===== config.mk =====
export PLATFORM = sky130hd
export DESIGN_NAME = multicycle_ctrl
export DESIGN_NICKNAME = d
export VERILOG_FILES = /design/src/rtl/multicycle_ctrl.sv
export SDC_FILE = /design/constraint.sdc
export NUM_CORES = 1
export LEC_CHECK = 0
export ABC_AREA = 1
export CELL_PAD_IN_SITES_DETAIL_PLACEMENT = 0
export CELL_PAD_IN_SITES_GLOBAL_PLACEMENT = 1
export CORE_ASPECT_RATIO = 1.4
export CORE_MARGIN = 4
export CORE_UTILIZATION = 31
export DETAILED_ROUTE_END_ITERATION = 6
export PLACE_DENSITY_LB_ADDON = 0.1
export SLEW_MARGIN = 20
export SYNTH_ARGS = -nofsm -noshare
export SYNTH_HDL_FRONTEND = slang
export SYNTH_SLANG_ARGS = --single-unit
export TNS_END_PERCENT = 10

===== constraint.sdc =====
create_clock -name clk -period 1.8 [get_ports clk]
set_input_delay 0.36 -clock clk [delete_from_list [all_inputs] [get_ports clk]]
set_output_delay 0.36 -clock clk [all_outputs]
set_load 0.02 [all_outputs]

===== src/rtl/multicycle_ctrl.sv =====
// Multi-cycle RV32I control FSM: sequences fetch/decode/execute/memory/writeback
// and drives PC, IR, regfile, ALU, immediate-format and data-memory controls.
module multicycle_ctrl #(
  parameter int MEM_TIMEOUT = 255,
  parameter int TO_W        = 16
) (
  input  logic        clk,
  input  logic        rstn,
  input  logic [31:0] instr,
  input  logic        imem_ack,
  input  logic        dmem_ack,
  input  logic        br_taken,
  output logic        imem_req,
  output logic        ir_we,
  output logic        pc_we,
  output logic [1:0]  npc_sel,
  output logic [2:0]  ext_op,
  output logic        alu_src_a,
  output logic        alu_src_b,
  output logic [1:0]  alu_op,
  output logic        reg_we,
  output logic [1:0]  wd_sel,
  output logic        dmem_req,
  output logic        dmem_we,
  output logic [2:0]  state_o,
  output logic        illegal,
  output logic        bus_err
);

  typedef enum logic [2:0] {
    S_FETCH  = 3'd0,
    S_DECODE = 3'd1,
    S_EXEC   = 3'd2,
    S_MEM    = 3'd3,
    S_WB     = 3'd4,
    S_TRAP   = 3'd5
  } state_t;

  localparam logic [6:0] OP_R      = 7'b0110011;
  localparam logic [6:0] OP_IMM    = 7'b0010011;
  localparam logic [6:0] OP_LOAD   = 7'b0000011;
  localparam logic [6:0] OP_STORE  = 7'b0100011;
  localparam logic [6:0] OP_BRANCH = 7'b1100011;
  localparam logic [6:0] OP_JAL    = 7'b1101111;
  localparam logic [6:0] OP_JALR   = 7'b1100111;
  localparam logic [6:0] OP_LUI    = 7'b0110111;
  localparam logic [6:0] OP_AUIPC  = 7'b0010111;

  localparam logic [TO_W-1:0] TO_LAST = TO_W'(MEM_TIMEOUT - 1);

  state_t            state_reg, state_next;
  logic [TO_W-1:0]   cnt_reg, cnt_next;
  logic              active_reg;
  logic              illegal_reg, illegal_next;
  logic              bus_err_reg, bus_err_next;

  logic [6:0] opcode;
  logic [2:0] funct3;
  logic       is_load, is_store, is_branch, is_jal, is_jalr, legal;
  logic [2:0] ext_dec;
  logic       src_a_dec, src_b_dec;
  logic [1:0] alu_op_dec, wd_sel_dec;
  logic       unused_instr;

  assign opcode       = instr[6:0];
  assign funct3       = instr[14:12];
  assign unused_instr = ^{instr[31:15], instr[11:7]};

  assign is_load   = (opcode == OP_LOAD);
  assign is_store  = (opcode == OP_STORE);
  assign is_branch = (opcode == OP_BRANCH);
  assign is_jal    = (opcode == OP_JAL);
  assign is_jalr   = (opcode == OP_JALR);

  // Per-opcode immediate format, ALU setup and writeback source.
  always_comb begin
    legal      = 1'b1;
    ext_dec    = 3'b000;
    src_a_dec  = 1'b0;
    src_b_dec  = 1'b0;
    alu_op_dec = 2'b00;
    wd_sel_dec = 2'b00;
    unique case (opcode)
      OP_R:      alu_op_dec = 2'b01;
      OP_IMM: begin
        ext_dec    = (funct3 == 3'b001 || funct3 == 3'b101) ? 3'b001 : 3'b000;
        src_b_dec  = 1'b1;
        alu_op_dec = 2'b01;
      end
      OP_LOAD: begin
        src_b_dec  = 1'b1;
        wd_sel_dec = 2'b01;
      end
      OP_STORE: begin
        ext_dec   = 3'b010;
        src_b_dec = 1'b1;
      end
      OP_BRANCH: begin
        ext_dec    = 3'b011;
        alu_op_dec = 2'b10;
      end
      OP_JAL: begin
        ext_dec    = 3'b100;
        src_a_dec  = 1'b1;
        src_b_dec  = 1'b1;
        wd_sel_dec = 2'b10;
      end
      OP_JALR: begin
        src_b_dec  = 1'b1;
        wd_sel_dec = 2'b10;
      end
      OP_LUI: begin
        ext_dec    = 3'b101;
        src_b_dec  = 1'b1;
        alu_op_dec = 2'b11;
      end
      OP_AUIPC: begin
        ext_dec   = 3'b101;
        src_a_dec = 1'b1;
        src_b_dec = 1'b1;
      end
      default:   legal = 1'b0;
    endcase
  end

  // active_reg keeps every output low until the first edge after reset release.
  always_ff @(posedge clk or negedge rstn) begin
    if (!rstn) begin
      state_reg   <= S_FETCH;
      cnt_reg     <= '0;
      active_reg  <= 1'b0;
      illegal_reg <= 1'b0;
      bus_err_reg <= 1'b0;
    end else begin
      state_reg   <= state_next;
      cnt_reg     <= cnt_next;
      active_reg  <= 1'b1;
      illegal_reg <= illegal_next;
      bus_err_reg <= bus_err_next;
    end
  end

  always_comb begin
    state_next   = state_reg;
    cnt_next     = '0;
    illegal_next = illegal_reg;
    bus_err_next = bus_err_reg;
    imem_req     = 1'b0;
    ir_we        = 1'b0;
    pc_we        = 1'b0;
    npc_sel      = 2'b00;
    ext_op       = 3'b000;
    alu_src_a    = 1'b0;
    alu_src_b    = 1'b0;
    alu_op       = 2'b00;
    reg_we       = 1'b0;
    wd_sel       = 2'b00;
    dmem_req     = 1'b0;
    dmem_we      = 1'b0;
    if (state_reg != S_FETCH && state_reg != S_TRAP) begin
      ext_op = ext_dec;
    end
    if (state_reg == S_EXEC || state_reg == S_MEM || state_reg == S_WB) begin
      alu_src_a = src_a_dec;
      alu_src_b = src_b_dec;
      alu_op    = alu_op_dec;
    end
    unique case (state_reg)
      S_FETCH: if (active_reg) begin
        imem_req = 1'b1;
        if (imem_ack) begin
          ir_we      = 1'b1;
          pc_we      = 1'b1;
          state_next = S_DECODE;
        end else if (cnt_reg == TO_LAST) begin
          state_next   = S_TRAP;
          bus_err_next = 1'b1;
        end else begin
          cnt_next = cnt_reg + TO_W'(1);
        end
      end
      S_DECODE: begin
        if (legal) begin
          state_next = S_EXEC;
        end else begin
          state_next   = S_TRAP;
          illegal_next = 1'b1;
        end
      end
      S_EXEC: begin
        if (is_branch) begin
          pc_we      = br_taken;
          npc_sel    = 2'b01;
          state_next = S_FETCH;
        end else if (is_load || is_store) begin
          state_next = S_MEM;
        end else begin
          state_next = S_WB;
        end
      end
      S_MEM: begin
        dmem_req = 1'b1;
        dmem_we  = is_store;
        if (dmem_ack) begin
          state_next = is_store ? S_FETCH : S_WB;
        end else if (cnt_reg == TO_LAST) begin
          state_next   = S_TRAP;
          bus_err_next = 1'b1;
        end else begin
          cnt_next = cnt_reg + TO_W'(1);
        end
      end
      S_WB: begin
        reg_we     = 1'b1;
        wd_sel     = wd_sel_dec;
        pc_we      = is_jal | is_jalr;
        npc_sel    = is_jalr ? 2'b10 : (is_jal ? 2'b01 : 2'b00);
        state_next = S_FETCH;
      end
      default: state_next = S_TRAP;
    endcase
  end

  assign state_o = state_reg;
  assign illegal = illegal_reg;
  assign bus_err = bus_err_reg;

endmodule


==> impl_metrics.py, run 1 <==
metrics = {
    "status": {
        "outcome": "finished, final reports clean",
    },
    "timing": {
        "final.setup.worst_slack_ns": 0.00671,
        "setup_viol_count_final": 0,
        "max_freq_ghz": 0.558,
        "finClkSkew_ns": 0.00226,
        "finalWorstPathRequiredPeriod_ns": 1.79,
        "hold_viol_final": 0,
        "rsz_0062_raised_after_global_routing": "yes",
        "final_slew_viol_count": 0,
        "timing.final.crit_share": 0.996,
    },
    "clocking": {
        "cts_inserted_buffers": 3,
        "cts.sinks": 22,
        "clock_insertion_delay_at_the_later_pin_of_the_skew_report_ns": 0.26,
        "tritoncts": "done",
        "htree_levels": 1,
        "cts.path.max_buffers": 2,
        "cts-hold-fix-buffers": 0,
        "root_buffer": "clkbuf_8",
        "cts.reportedPaths.clkPinSlew_ns": 0.08,
    },
    "placement": {
        "dp.final_hpwl_um": 3740,
        "place_worst_setup_slack_ns": -0.778,
        "place.gp.congestion": 0.797,
        "port-buffer-count": 35,
    },
    "synth": {
        "synthesis.nets": 277,
        "synth_seq_area_share": 0.335,
        "cells_taking_the_most_area_after_synthesis": "dfrtp_1, nand2_1, nor2_1, inv_1, nor2_2",
        "ys_ff_latch": 22,
        "synth_largest_area_cell": "dfrtp_1",
        "yosys_warnings": 0,
        "synthesis.instances": 238,
        "avg_inst_size_synth_sq_um": 6.90,
        "synthDominantCellAreaShare": 0.335,
        "ys_types": 29,
        "syn_area_sq_um": 1640,
    },
    "drt": {
        "drt_iter0_drc": 28,
        "number_of_nets_with_antenna_violations_after_routing": 0,
        "dr_total_vias": 1708,
        "drt_via_density": 4.47,
        "wirelength_um": 4470,
        "drc_errors": 0,
        "drt-pass1-iter-count": 6,
        "avgRoutedWirePerCell_um": 11.7,
    },
    "critical_path": {
        "worstPathArrival_ns": 1.43,
        "critPathCaptureType": "output port",
        "critical_path.cell_chain": "dlygate4sd2_1, inv_2, nand3_2, inv_2, nand2_4, nand2_1, a21oi_1, a31oi_1, buf_4",
        "timing.critical_path.slowest_stage_cell": "dlygate4sd2_1",
        "critPathKind": "input port to output port",
        "type_of_element_launching_the_critical_path": "input port",
        "crit_top_cell": "inv_2",
        "maximum_fanout_along_the_worst_path": 6,
        "critical-path-max-stage-delay_ns": 0.28,
        "critPathRequiredTime_ns": 1.44,
    },
    "job": {
        "maxCapViolCount": 0,
    },
    "min_path": {
        "hold_path.class": "input port to asynchronous set/reset pin",
    },
    "final_layout": {
        "antennaDiodeCount": 0,
        "final_layout_size_suffix_gt1_frac": 0.380,
        "net_count_reported_at_finish": 356,
        "largest_reg_flops": 16,
        "layout_common_cells": "buf_4, nand2_1, nor2_1, inv_1, dfrtp_1",
        "mostFrequentLayoutCell": "buf_4",
        "area_growth_syn_to_layout_pct": 52.4,
        "number_of_fillers_in_the_final_layout": 559,
    },
    "pwr": {
        "design_power_total_mw": 1.04,
        "irDropWorstVdd_mv": 0.501,
        "power_density_nw_per_um2": 417,
        "power.static_leakage_nw": 1.21,
    },
    "global_route": {
        "global_route.usage.total": 0.143,
        "first_global_vias": 1756,
        "largest_net_degree_at_the_start_of_global_routing": 14,
        "grt_first_pass_wirelength_um": 7640,
        "grt.overflow.total": 0,
        "number_of_antenna_violations_at_the_first_check_in_global_routing": 0,
    },
    "floorplan": {
        "floorplan.rows": 31,
        "chipHeight_um": 94.1,
        "die_outline_area_sq_um": 6540,
        "floorplan.initialDensity": 0.318,
        "coreArea_sq_um": 5160,
        "die_x_um": 69.5,
        "i_o_pin_count": 59,
    },
}
## where the power goes
group / internal (mW) / switching, mW / total (mW)
sequential: 0.495 / 0.000501 / 0.495
combinational: 0.0401 / 0.0482 / 0.0883
clock: 0.297 / 0.163 / 0.460
total: 0.832 / 0.212 / 1.04
## worst max-delay path: cells and delay by family
kind                   cells  cell delay, ns
AOI/OAI and AO/OA          2            0.21
and+or+nand+nor            3            0.24
buffers and inverters      4            0.62
## final timing paths
path                                      startpoint                     end  slack [ns]  cells after the start
worst max register to register  cnt_reg[0]$_DFF_PN0_   cnt_reg[14]$_DFF_PN0_        0.21                      8
worst min-delay path                            rstn    cnt_reg[1]$_DFF_PN0_        0.40                      2
worst max-delay path                        instr[4]               alu_src_b       0.007                      9
worst min register to register   illegal$_DFFE_PN0P_     illegal$_DFFE_PN0P_        0.47                      2
min in group clk                 illegal$_DFFE_PN0P_     illegal$_DFFE_PN0P_        0.47                      2
max in group asynchronous                       rstn  state_o[2]$_DFFE_PN0N_        1.19                      2
## area by class of cell
type / count / area (sq um) / share of cell area
multi-input combinational: 177 / 1030 / 0.411
sequential: 22 / 552 / 0.221
clock buffer: 3 / 41.3 / 0.0165
clock inverter: 1 / 30.0 / 0.0120
inverter: 38 / 148 / 0.0590
timing repair buffer: 75 / 619 / 0.248
tap: 66 / 82.6 / 0.0330
## synthesized netlist by cell type, drive strengths merged
master  number
a31oi        4
nor3b        1
conb         1
o21ai        7
xor2         5
nor2        53
dfrtp       22
ha           2
buf          1
o22ai        1
nand2       63
a21boi       1
a31o         1
o211ai       1
nand4        6
a21oi       12
inv         38
nand3        9
nor3         9
xnor2        1
## per-stage QoR
| step | setup TNS [ns] | std cells | util | instance area [sq um] | hold WS (ns) |
|---|---|---|---|---|---|
| after global placement | -9.62 | 376 | 0.461 | 2380 | 0.448 |
| after global routing | -0.376 | 382 | 0.485 | 2500 | 0.417 |
| after detailed placement | -9.72 | 376 | 0.461 | 2380 | 0.451 |
| after floorplan | 0 | 238 | - | 1660 | 0.0644 |
| after CTS | -1.50 | 381 | 0.477 | 2460 | 0.402 |
| final | 0 | 382 | 0.485 | 2500 | 0.402 |
## cell families after synthesis
logic type / Yosys count / synth area share
adders and majority gates: 2 / 0.0152
and+or+nand+nor: 141 / 0.421
xor gates and xnor gates: 6 / 0.0320
buffers and inverters: 39 / 0.0960
other: 1 / 0.00228
AOI/OAI and AO/OA: 27 / 0.0983
DFF: 22 / 0.335
## per-layer routing
metal / vias up / track usage / wire, um
met2: 25 / 0.295 / 2540
met4: 0 / 0.0440 / 53
met5: - / 0 / 0
met3: 5 / 0.0171 / 135
li1: 903 / - / -
met1: 775 / 0.145 / 1750
## repair_timing
| action | 4_1_cts | 5_1_grt |
|---|---|---|
| endpoints found under the setup margin | 18 | 19 |
| pin swaps | 3 | 5 |
| setup buffers | 1 | 1 |
| gates cloned | 0 | 0 |
| resized for setup | 94 | 28 |
Note: power is estimated with default switching activity, not from simulation.
==> inputs of run 2 (changes only) <==
Clock period 1.8 ns to 2 ns, I/O delays scaled along.
==> run 2 against run 1 <==
  * First-iteration DRC count grew to 3.5 times the previous value
  * Cell area decreased by 6.3%
  * Worst hold slack better by 0.065 ns
  * Routed wire length shrank 1.5%
  * Power shrank 10%
  * Flip-flop and latch count unchanged
  * Cell count down 2.6%
  * Critical endpoint unchanged
  * Largest cell class unchanged
  * Largest power group unchanged
==> impl_metrics.py, run 2 (same netlist as run 1, synthesis figures left out) <==
metrics = {
    "global_route": {
        "first_global_vias": 1622,
        "global_route.usage.total": 0.142,
        "number_of_antenna_violations_at_the_first_check_in_global_routing": 0,
        "largest_net_degree_at_the_start_of_global_routing": 23,
        "grt_first_pass_wirelength_um": 7410,
        "grt.overflow.total": 0,
    },
    "clocking": {
        "htree_levels": 1,
        "tritoncts": "done",
        "cts.reportedPaths.clkPinSlew_ns": 0.08,
        "root_buffer": "clkbuf_8",
        "clock_insertion_delay_at_the_later_pin_of_the_skew_report_ns": 0.27,
        "cts.sinks": 22,
        "cts_inserted_buffers": 3,
        "cts.path.max_buffers": 2,
    },
    "placement": {
        "place.gp.congestion": 0.795,
        "port-buffer-count": 35,
        "cell_area_placed_sq_um": 2280,
        "dp.final_hpwl_um": 3630,
    },
    "critical_path": {
        "maximum_fanout_along_the_worst_path": 6,
        "critPathCaptureType": "output port",
        "worstPathArrival_ns": 1.52,
        "type_of_element_launching_the_critical_path": "input port",
        "timing.reg2reg.setup_slack_ns": 0.39,
        "critPathKind": "input port to output port",
        "rr_worst_depth": 9,
        "critPathRequiredTime_ns": 1.60,
    },
    "floorplan": {
        "i_o_pin_count": 59,
        "die_x_um": 69.5,
        "floorplan.rows": 31,
        "floorplan.initialDensity": 0.318,
        "die_outline_area_sq_um": 6540,
        "coreArea_sq_um": 5160,
        "chipHeight_um": 94.1,
    },
    "pwr": {
        "power_density_nw_per_um2": 400,
        "irDropWorstVdd_mv": 0.292,
        "power.static_leakage_nw": 1.17,
    },
    "final_layout": {
        "ff_latch_area_sq_um": 551,
        "mostFrequentLayoutCell": "nand2_1",
        "multi_input_comb_area_sq_um": 977,
        "layout_common_cells": "nand2_1, buf_4, nor2_1, inv_1, dfrtp_1",
        "net_count_reported_at_finish": 346,
        "antennaDiodeCount": 0,
        "area_growth_syn_to_layout_pct": 42.8,
        "largest_reg_flops": 16,
        "final_layout_size_suffix_gt1_frac": 0.301,
        "design_area_sq_um": 2340,
        "number_of_fillers_in_the_final_layout": 561,
    },
    "timing": {
        "finClkSkew_ns": 0.00567,
        "fin_worst_hold_slack_ns": 0.466,
        "timing.final.crit_share": 0.959,
        "max_freq_ghz": 0.522,
        "rsz_0062_raised_after_global_routing": "no",
        "setup_viol_count_final": 0,
        "hold_viol_final": 0,
        "final_slew_viol_count": 0,
        "finalWorstPathRequiredPeriod_ns": 1.92,
    },
    "job": {
        "maxCapViolCount": 0,
    },
    "drt": {
        "drt_via_density": 4.51,
        "wirelength_um": 4400,
        "dr_total_vias": 1677,
        "drt-pass1-iter-count": 4,
        "avgRoutedWirePerCell_um": 11.8,
        "drc_errors": 0,
        "number_of_nets_with_antenna_violations_after_routing": 0,
        "drt_iter0_drc": 99,
    },
    "min_path": {
        "hold_path_depth": 2,
        "hold_path.class": "flop to flop",
    },
    "status": {
        "outcome": "finished, final reports clean",
    },
}
[run 2: changes by cell type in the layout (fill, tap and decap cells not counted), sizes merged]
cell / delta
clkdlybuf4s50: +2
clkdlybuf4s15: -2
buf: -13
dlymetal6s2s: +1
dlygate4sd2: +2
[run 2: final timing paths]
check	from	to
min reg2reg	illegal$_DFFE_PN0P_	illegal$_DFFE_PN0P_
max in group asynchronous	rstn	state_o[1]$_DFFE_PN0N_
min	illegal$_DFFE_PN0P_	illegal$_DFFE_PN0P_
min in group asynchronous	rstn	illegal$_DFFE_PN0P_
max reg2reg	cnt_reg[0]$_DFF_PN0_	cnt_reg[11]$_DFF_PN0_
max	instr[4]	alu_src_b
[run 2: metal layers]
layer,global-route usage,vias to the layer above,share of wire
li1,-,885,-
met1,0.156,753,0.41
met2,0.269,31,0.54
met3,0.0182,8,0.030
met4,0.0651,0,0.022
met5,0,-,0
[run 2: repair_timing]
item,CTS,global route
setup buffers,1,1
endpoints found under the hold margin,0,0
pin swaps,3,5
endpoints found under the setup margin,16,15
gates resized for setup,76,12
hold buffers,0,0
[run 2: report_power, final]
group / leakage, nW / total (mW) / switching (mW) / internal, mW
sequential: 0.290 / 0.446 / 0.000450 / 0.445
combinational: 0.847 / 0.0741 / 0.0396 / 0.0345
clock: 0.0357 / 0.418 / 0.151 / 0.267
[run 2: through the flow]
step	setup WS [ns]	utilization	power (mW)	setup TNS (ns)	std cells
after floorplan	0.0648	-	0.474	0	238
after global placement	-0.623	0.441	0.527	-7.23	366
after detailed placement	-0.603	0.441	0.527	-7.06	366
after CTS	-0.0866	0.451	0.955	-0.271	371
after global routing	0.00807	0.454	0.983	0	372
final	0.0828	0.454	0.938	0	372
[run 2: critical path, cell delays in order]
cell,delay [ns]
dlygate4sd2_1,0.26
inv_1,0.09
nand3_2,0.09
inv_1,0.12
nand2_2,0.12
nand2_1,0.08
a21oi_1,0.04
a31oi_1,0.15
buf_4,0.17
[run 2: area by class of cell]
class                   instances  share of cell area
clock buffers                   3              0.0176
clock inverters                 1              0.0128
inverters                      38              0.0609
multi-input cells             177               0.417
flip-flops and latches         22               0.235
well taps                      66              0.0352
repair buffers                 65               0.222
==> inputs of run 3 (changes only) <==
Settings changed: SLEW_MARGIN 20 to unset.
==> results of run 3 <==
The final DEF is identical to that of run 2; final timing and power are the same.
